### src/rtl/fixed_predictor_decoder.sv
// FLAC fixed-predictor subframe decoder, orders 0..MAX_ORDER, one sample per cycle, 2-cycle latency.
// Optional saturation and sticky overflow flag: define FIXED_PREDICTOR_SAT_EN.
module fixed_predictor_decoder #(
   parameter int DATA_W    = 16,
   parameter int MAX_ORDER = 4
) (
   input  logic                     iClock,
   input  logic                     iReset,
   input  logic                     iStart,
   input  logic [2:0]               iOrder,
   input  logic                     iEnable,
   input  logic signed [DATA_W-1:0] iSample,
   output logic signed [DATA_W-1:0] oData,
   output logic                     oValid,
   output logic                     oOverflow
);

   localparam int EW = DATA_W + 4;
   localparam logic [2:0] MAX_ORD = 3'(MAX_ORDER);

   typedef logic signed [EW-1:0] ext_t;

   logic [2:0]               order;
   logic [2:0]               wcnt;
   logic signed [DATA_W-1:0] h1, h2, h3, h4;
   logic                     s1_valid;

   logic [2:0]               sel_order;
   logic [2:0]               sel_cnt;
   logic signed [DATA_W-1:0] hs1, hs2, hs3, hs4;
   ext_t                     e1, e2, e3, e4;
   ext_t                     pred;
   ext_t                     recon_ext;
   logic                     warm;
   logic signed [DATA_W-1:0] recon;

`ifdef FIXED_PREDICTOR_SAT_EN
   localparam ext_t HI = ext_t'((64'sd1 <<< (DATA_W - 1)) - 64'sd1);
   localparam ext_t LO = ext_t'(-(64'sd1 <<< (DATA_W - 1)));
   logic ovf;
   logic s1_ovf;
   logic ovf_flag;
`endif

   // A start in the same cycle as a sample makes that sample use the new order and cleared history.
   always_comb begin
      sel_order = iStart ? ((iOrder > MAX_ORD) ? MAX_ORD : iOrder) : order;
      sel_cnt   = iStart ? '0 : wcnt;
      hs1       = iStart ? '0 : h1;
      hs2       = iStart ? '0 : h2;
      hs3       = iStart ? '0 : h3;
      hs4       = iStart ? '0 : h4;
      e1        = ext_t'(hs1);
      e2        = ext_t'(hs2);
      e3        = ext_t'(hs3);
      e4        = ext_t'(hs4);
      case (sel_order)
         3'd1:    pred = e1;
         3'd2:    pred = (e1 <<< 1) - e2;
         3'd3:    pred = (e1 <<< 1) + e1 - (e2 <<< 1) - e2 + e3;
         3'd4:    pred = (e1 <<< 2) - (e2 <<< 2) - (e2 <<< 1) + (e3 <<< 2) - e4;
         default: pred = '0;
      endcase
      warm      = sel_cnt < sel_order;
      recon_ext = warm ? ext_t'(iSample) : ext_t'(iSample) + pred;
`ifdef FIXED_PREDICTOR_SAT_EN
      ovf   = 1'b0;
      recon = DATA_W'(recon_ext);
      if (recon_ext > HI) begin
         ovf   = 1'b1;
         recon = DATA_W'(HI);
      end else if (recon_ext < LO) begin
         ovf   = 1'b1;
         recon = DATA_W'(LO);
      end
`else
      recon = DATA_W'(recon_ext);
`endif
   end

   always_ff @(posedge iClock) begin
      if (iReset) begin
         order    <= '0;
         wcnt     <= '0;
         h1       <= '0;
         h2       <= '0;
         h3       <= '0;
         h4       <= '0;
         s1_valid <= 1'b0;
         oData    <= '0;
         oValid   <= 1'b0;
      end else begin
         if (iStart) begin
            order <= sel_order;
            wcnt  <= '0;
            h1    <= '0;
            h2    <= '0;
            h3    <= '0;
            h4    <= '0;
         end
         if (iEnable) begin
            h4   <= hs3;
            h3   <= hs2;
            h2   <= hs1;
            h1   <= recon;
            wcnt <= warm ? sel_cnt + 3'd1 : sel_cnt;
         end
         s1_valid <= iEnable;
         // h1 still holds the in-flight sample here even if a start clears it at this edge.
         oValid   <= s1_valid;
         if (s1_valid)
            oData <= h1;
      end
   end

`ifdef FIXED_PREDICTOR_SAT_EN
   always_ff @(posedge iClock) begin
      if (iReset) begin
         s1_ovf   <= 1'b0;
         ovf_flag <= 1'b0;
      end else begin
         s1_ovf <= iEnable & ovf;
         if (s1_valid && s1_ovf)
            ovf_flag <= 1'b1;
         else if (iStart)
            ovf_flag <= 1'b0;
      end
   end
   assign oOverflow = ovf_flag;
`else
   assign oOverflow = 1'b0;
`endif

endmodule
### config.mk
export PLATFORM = sky130hd
export DESIGN_NAME = fixed_predictor_decoder
export DESIGN_NICKNAME = d
export VERILOG_FILES = /design/src/rtl/fixed_predictor_decoder.sv
export SDC_FILE = /design/constraint.sdc
export NUM_CORES = 1
export LEC_CHECK = 0
export BUFFER_PORTS_ARGS = -buffer_cell sky130_fd_sc_hd__buf_2
export CORE_ASPECT_RATIO = 0.75
export CORE_MARGIN = 10
export CORE_UTILIZATION = 48
export DETAILED_ROUTE_END_ITERATION = 10
export PLACE_DENSITY = 0.75
export SETUP_SLACK_MARGIN = 0.15
export SLEW_MARGIN = 20
export SYNTH_ARGS = -nofsm -noshare
export SYNTH_HDL_FRONTEND = slang
export SYNTH_SLANG_ARGS = --single-unit
### constraint.sdc
create_clock -name iClock -period 7.4 [get_ports iClock]
set_clock_uncertainty 0.05 [all_clocks]
set_input_delay 0.37 -clock iClock [delete_from_list [all_inputs] [get_ports iClock]]
set_output_delay 0.37 -clock iClock [all_outputs]
set_load 0.02 [all_outputs]
==> metrics list, run 1 <==
* Number of filler instances in the final layout: 1663
- In the global route stage, overall resource usage came out at 18.34%.
* Sequential fraction of the synthesis area: 20.15%
* DP HPWL: 16230 um
* Core Box Area: 0.01776 mm2
- A synthesized cell averages 8.193 um2.
- Clock tree buffer depth: 2
* Post-DR vias/cell: 5.464
- The path with the worst hold slack has its endpoint at h1[8].
- Entering global routing, the biggest net connects 91 pins.
- Routability-driven placement finished with a final weighted congestion of 0.9031.
* Hold Path Cell Cnt: 3
- Beginning of the worst register-to-register path: h1[1]
* Number of flops mapped to enable cells by yosys: 0
- Number of cell instances on the worst register-to-register path: 24
* Yosys reg bits: 88
- For this block, the via count after detailed routing is 7300.
- After detailed placement, the design holds a cell count of 1320.
- The analysis attributes to cell leakage a power of 4.400 nW.
- Startpoint kind of the worst setup timing path: primary input
- The flow ran to the end, and the final reports show no timing, DRC or antenna violations.
- The die is 175.8 um wide.
- The floorplan step defined a die boundary enclosing 0.02407 mm2.
* Startpoint of the worst hold path: iSample[8]
- For this run, asynchronously set or reset flops after synthesis account for 0%.
- After detailed routing, the number of remaining DRC violations is 0.
* Required @ worst endpoint: 7.59 ns
- Die outline height: 136.9 um
- Total power per unit cell area: 187.0 mW/mm2
- Number of slew-limit violations in the final report: 0
- The detail route stage leaves a number of antenna-violating nets equal to 0.
- Once layout is complete, the cells apart from fillers number 1336.
- The number of global-route vias before repair was 7207.
- Relative to the synthesized area, the layout overhead comes to 8.473%.
- Setup violations remaining at the end of the flow were counted as 0.
* Total standard cell area after synthesis: 0.008742 mm2
- At the worst endpoint, the arrival time is 6.85 ns.
- Final setup TNS: 0 ns
- Critical Path Sink Type: flop
- The tightest min-delay check is of the in2reg type.
- The later pin in the worst-skew pair is clocked with a latency of 0.36 ns.
* Number of iterations in the first detailed-routing pass: 7
* Top-level port count: 41
- During synthesis, Yosys emitted a total of 0 warnings.
- Of the post-synthesis cell area, the dominant cell type holds 20.15%.
* Capture instance of the worst register-to-register path: h1[15]
- Clock-pin transition on the worst setup and hold timing paths: 0.07 ns
* Clock buffers created by TritonCTS: 9
- Tightest Pin Transition: 1.035 ns
* TritonCTS sink count: 88
* Final hold viol count: 0
* Initial core utilization: 49.22%
* Post-synthesis net count: 1237
- CTS tree: yes
- Unrepaired setup endpoints after global routing: false
- Of all cell types, the one taking the most synthesized area is sky130_fd_sc_hd__dfxtp_1.
* Clock Root Buffer: sky130_fd_sc_hd__clkbuf_16
* Layout cell share with drive strength beyond 1: 8.044%
- The setup check on the worst reg-to-reg path leaves a slack of 0.95 ns.
- The H-tree was split into 3 levels.
- The synthesized netlist contains 71 unique library cells.
* Net total in the final layout: 1259
- Post-synth top flop: sky130_fd_sc_hd__dfxtp_1
* Postcts setup bufs: 0
- Antenna violations before repair: 0
* Number of port buffers: 39
- Crit path max fanout: 30
- Number of antenna cells inserted: 0
- Final critical-path required period: 6.663 ns
- Cts-stage hold buffer count: 0
* Routed len/inst: 15.90 um
* Worst IR drop on VDD: 129.6 uV
- Number of core rows: 42
- Syn Inst Count: 1067
- Max-cap violations in this run came to 0.
- Quantity of gates resized following cts: 0
- Dividing the final minimum period by the clock period gives 90.05%.
* Wire length of the first global-routing pass: 36450 um
* Overflow left after global routing: 0
* Slew HR: 30.88%
* Biggest area contributors in the synthesized netlist: sky130_fd_sc_hd__dfxtp_1, sky130_fd_sc_hd__fa_1, sky130_fd_sc_hd__ha_1
- Startpoint-to-endpoint class of the critical path: in2reg
* Highest clock rate: 150.1 MHz
- After the first detailed-routing iteration, the DRC count stood at 601.
* Wire length reported by the detailed router: 21250 um
[cell families after synthesis]
family                     synth area share, %
muxes                                    4.193
AOI/OAI and AO/OA                        16.00
and+or+nand+nor                          17.52
adders and majority gates                27.99
other                                  0.04290
xor gates and xnor gates                 5.668
DFF                                      20.15
buffers and inverters                    8.430
[sequential cells by signal, summed over array words and instances (netlist names)]
signal,count
h1,16
oData,16
h3,16
wcnt,3
order,3
h2,16
oValid,1
s1_valid,1
h4,16
[synthesized netlist by cell type (all sizes together) (15+ instances only)]
cell type	count
xor2	22
a31oi	16
ha	66
nor3	15
fa	81
a21oi	72
inv	150
mux2i	31
o21ai	34
clkbuf	32
a211oi	17
dfxtp	88
xnor2	32
nand2	74
nor2	148
nor2b	42
[per-layer routing]
metal	vias to the layer above	track usage, %	part of all wire, %
met5	-	0	0
met4	0	5.073	1.8
met3	36	2.919	5.2
met2	198	30.07	46
met1	3506	24.63	47
li1	3560	-	-
[final cells by class]
cell class | count | area (um2) | area share, %
clock buffers | 9 | 225.2 | 2.375
clock inverters | 7 | 65.06 | 0.6861
inverters | 150 | 563.0 | 5.937
multi-input cells | 786 | 6255 | 65.96
flip-flops and latches | 88 | 1762 | 18.58
well taps | 242 | 302.8 | 3.193
repair buffers | 54 | 310.3 | 3.272
[cell usage in the layout, fill, tap and decap left out, drive strengths merged, types with 16 or more instances in the layout]
master,synthesis,final
inv,150,156
nor2,148,148
dfxtp,88,88
fa,81,81
nand2,74,74
a21oi,72,72
ha,66,66
buf,11,54
nor2b,42,42
o21ai,34,34
xnor2,32,32
mux2i,31,31
xor2,22,22
a211oi,17,17
a31oi,16,16
[worst max-delay path by stage]
stage / start / slack (ns) / endpoint / cells past startpoint
2_1_floorplan: iStart / 1.20 / h1[15] / 28
5_1_grt: iStart / 0.22 / h1[15] / 27
6_report: iStart / 0.74 / h1[15] / 27
3_3_place_gp: iStart / 0.65 / h1[15] / 27
4_1_cts: iStart / 0.78 / h1[15] / 27
3_5_place_dp: iStart / 0.46 / h1[15] / 27
[critical path, cell delays in order]
cell and delay [ns]:
sky130_fd_sc_hd__buf_2 0.21, sky130_fd_sc_hd__inv_2 0.42, sky130_fd_sc_hd__nand2_1 0.28, sky130_fd_sc_hd__inv_1 0.18
sky130_fd_sc_hd__ha_1 0.28, sky130_fd_sc_hd__fa_1 0.49, sky130_fd_sc_hd__fa_1 0.54, sky130_fd_sc_hd__inv_1 0.06
sky130_fd_sc_hd__ha_1 0.24, sky130_fd_sc_hd__fa_1 0.50, sky130_fd_sc_hd__a211oi_1 0.32, sky130_fd_sc_hd__nor2_1 0.16
sky130_fd_sc_hd__o22a_1 0.21, sky130_fd_sc_hd__a21oi_1 0.19, sky130_fd_sc_hd__xor2_1 0.17, sky130_fd_sc_hd__nor2_1 0.06
sky130_fd_sc_hd__a21oi_1 0.15, sky130_fd_sc_hd__o22ai_1 0.10, sky130_fd_sc_hd__a31o_2 0.26, sky130_fd_sc_hd__ha_1 0.35
sky130_fd_sc_hd__o21ai_0 0.18, sky130_fd_sc_hd__a21oi_1 0.08, sky130_fd_sc_hd__a221o_1 0.34, sky130_fd_sc_hd__a31oi_1 0.21
sky130_fd_sc_hd__xor2_1 0.22, sky130_fd_sc_hd__a211oi_1 0.10, sky130_fd_sc_hd__nand3b_1 0.19
[report_power, final]
group | switching, W | internal [W] | total, W
clock network | 0.000227 | 0.000238 | 0.000465
registers | 0.0000130 | 0.000490 | 0.000503
logic | 0.000462 | 0.000343 | 0.000805
total | 0.000702 | 0.00107 | 0.00177
[through the flow]
| step | total power (W) | instance area, um2 | utilization (%) | hold slack [ns] | worst slack (ns) |
|---|---|---|---|---|---|
| after global routing | 0.001895 | 9483 | 53.39 | 0.2687 | 0.2198 |
| after floorplan | 0.001133 | 8742 | - | 0.4056 | 1.201 |
| final | 0.001773 | 9483 | 53.39 | 0.2609 | 0.7365 |
| after CTS | 0.001770 | 9483 | 53.39 | 0.2568 | 0.7776 |
| after global placement | 0.001280 | 9185 | 51.71 | 0.4185 | 0.6540 |
| after detailed placement | 0.001297 | 9193 | 51.75 | 0.4258 | 0.4621 |
Note: power is estimated with default switching activity, not from simulation.
==> run 2, diff against run 1 <==
Settings changed: MAX_ROUTING_LAYER from default to met4.
==> metrics list, run 2 (synthesis gave the netlist of run 1 again) <==
- Run status: finished clean
- After routing the design area is 0.009513 mm2.
- Overflow left after global routing: 0
- Counting the buffers created by CTS gives 9.
- The area growth from synthesis to layout is 8.816%.
* Worst IR drop on VDD: 111.0 uV
* Combinational Power Share: 44.8%
- For this design the total switching power over the nets is 0.0006777 W.
- Die outline height: 136.9 um
* Final setup TNS: 0 ns
* Required @ worst endpoint: 7.58 ns
* Commonest non-fill, non-tap cell in the layout: sky130_fd_sc_hd__inv_1
- The number of global-route vias before repair was 7073.
* Critical Path Sink Type: flop
* Number of filler instances in the final layout: 1639
* Clock tree buffer depth: 2
* Final core utilization: 53.56%
* Switching share of power: 37.95%
- Quantity of gates resized following cts: 0
- Hold repair after CTS inserted 0 buffers.
- The path class of the tightest hold or removal check is in2reg.
- For the pin with the worst max-slew slack, the measured transition is 1.064 ns.
* TritonCTS sink count: 88
- Post-detailed-route DRC marker count: 0
- The worst pin sits at a relative slew slack of 28.97%.
* Number of port buffers: 39
- Worst hold slack: 0.2704 ns
* Count of vias placed by the detailed router: 7277
- Using the TritonRoute via totals, the vias-per-cell ratio works out to 5.443.
- GR met3 Demand/Resource: 2.836%
- Final cycle utilization of the critical path: 88.71%
- Clock-pin slew was measured on the worst setup and hold paths at 0.06 ns.
- At the end of the flow, the number of nets in the layout was 1260.
- Leaving out fill and tap cells, the most frequent cells in the layout are sky130_fd_sc_hd__inv_1, sky130_fd_sc_hd__nor2_1, sky130_fd_sc_hd__dfxtp_1.
- The hold violation total from the final report is 0.
* Library cell contributing the largest single delay on the critical path: sky130_fd_sc_hd__fa_1
- The cell sitting at the root of the clock tree is a sky130_fd_sc_hd__clkbuf_16.
* Startpoint kind of the worst setup timing path: primary input
- Data arrival time of the worst path: 6.75 ns
- Layout cell share with drive strength beyond 1: 8.128%
- In this run the remaining antenna-violating nets after routing total 0.
- Initial core utilization: 49.22%
- Highest cell delay on the worst timing path: 0.52 ns
- Core Box Area: 0.01776 mm2
- Internal power contribution: 0.001108 W
- Beginning of the critical path: iStart
- In the final routed layout, each cell accounts on average for 15.54 um.
* Wire length of the first global-routing pass: 35570 um
* Number of buffer and inverter instances along the worst setup path: 6
* Final critical-path required period: 6.564 ns
- GPL Wtd Cong: 0.9402
* Number of slew-limit violations in the final report: 0
- For this run, the top clock speed supported by timing is 152.3 MHz.
* Grt met1 use: 24.49%
* R2R Setup Slk: 0.93 ns
* Cell with the most instances on the worst path: sky130_fd_sc_hd__inv_1
* Global-route usage over all layers: 18.34%
- Number of maximum-capacitance constraint violations: 0
- Standby leakage power: 4.411 nW
- Met2 Use GR: 28.40%
* Wire length reported by the detailed router: 20780 um
- The clock network is responsible for 27.0% of the overall power.
* Beginning of the worst register-to-register path: h1[1]
* Unrepaired setup endpoints after global routing: false
- The floorplan step defined a die boundary enclosing 0.02407 mm2.
- Number of core rows: 42
* DP HPWL: 16140 um
- Worst path top cell family by delay: compound AO/OA/AOI/OAI gates
* CTS tree: yes
- Clock latency reported for the late side of the worst-skew pair: 0.35 ns
- Startpoint of the worst hold path: iSample[8]
- Die Wd: 175.8 um
* Startpoint-to-endpoint class of the critical path: in2reg
* Placed inst area: 0.009200 mm2
- Final Setup Violations: 0
* Most crowded layer after global routing: met2
* Largest net degree at the start of global routing: 91
- After clock tree synthesis, the setup repair step added 0 buffers.
- Along the worst path, the maximum fanout reaches 23.
* Antenna violations before repair: 0
- The first TritonRoute pass finished after 5 iterations.
* Number of antenna cells inserted: 0
- Per report_power, the sequential group accounts for 28.2% of the total.
* Top-level port count: 41
- The first routing iteration left 633 violations.
- Total power per unit cell area: 187.7 mW/mm2
* Total number of H-tree levels: 3
[run 2: final cells by class]
type                            instances  area [um2]  share of cell area [%]
Inverter                              150       563.0                   5.919
Timing Repair Buffer                   55       317.8                   3.341
Multi-Input combinational cell        786        6255                   65.75
Tap cell                              242       302.8                   3.183
Sequential cell                        88        1762                   18.52
Clock inverter                          6       73.82                  0.7760
Clock buffer                           10       239.0                   2.512
[run 2: power by group through the flow]
stage / clock (W) / sequential (W) / combinational [W]
finish: 0.000483 / 0.000503 / 0.000800
global route: 0.000511 / 0.000505 / 0.000890
CTS: 0.000498 / 0.000503 / 0.000790
detailed placement: 0 / 0.000514 / 0.000779
global placement: 0 / 0.000513 / 0.000765
floorplan: 0 / 0.000512 / 0.000621
[run 2: path summary, 6_finish.rpt]
kind,cells after the start,endpoint
setup / recovery,28,h1[15]
setup reg to reg,25,h1[15]
hold / removal,3,h1[8]
hold reg to reg,2,oData[10]
[run 2: per-layer routing]
layer  wire [um]  vias to the layer above
li1            -                     3571
met1        9928                     3439
met2        9287                      238
met3        1235                       29
met4         323                        0
met5           0                        -
[run 2: worst min-delay path: cells and delay by family]
kind            cells  cell delay (ns)
compound gates      1             0.09
buf+inv             1             0.11
simple gates        1             0.05
[run 2: stage by stage]
| step | cells | total power (W) | setup slack [ns] |
|---|---|---|---|
| 6_report | 1337 | 0.001786 | 0.8355 |
| 5_1_grt | 1337 | 0.001905 | 0.4206 |
| 3_5_place_dp | 1321 | 0.001293 | 0.6232 |
| 4_1_cts | 1337 | 0.001791 | 0.9401 |
| 2_1_floorplan | 1067 | 0.001133 | 1.201 |
| 3_3_place_gp | 1321 | 0.001278 | 0.7736 |
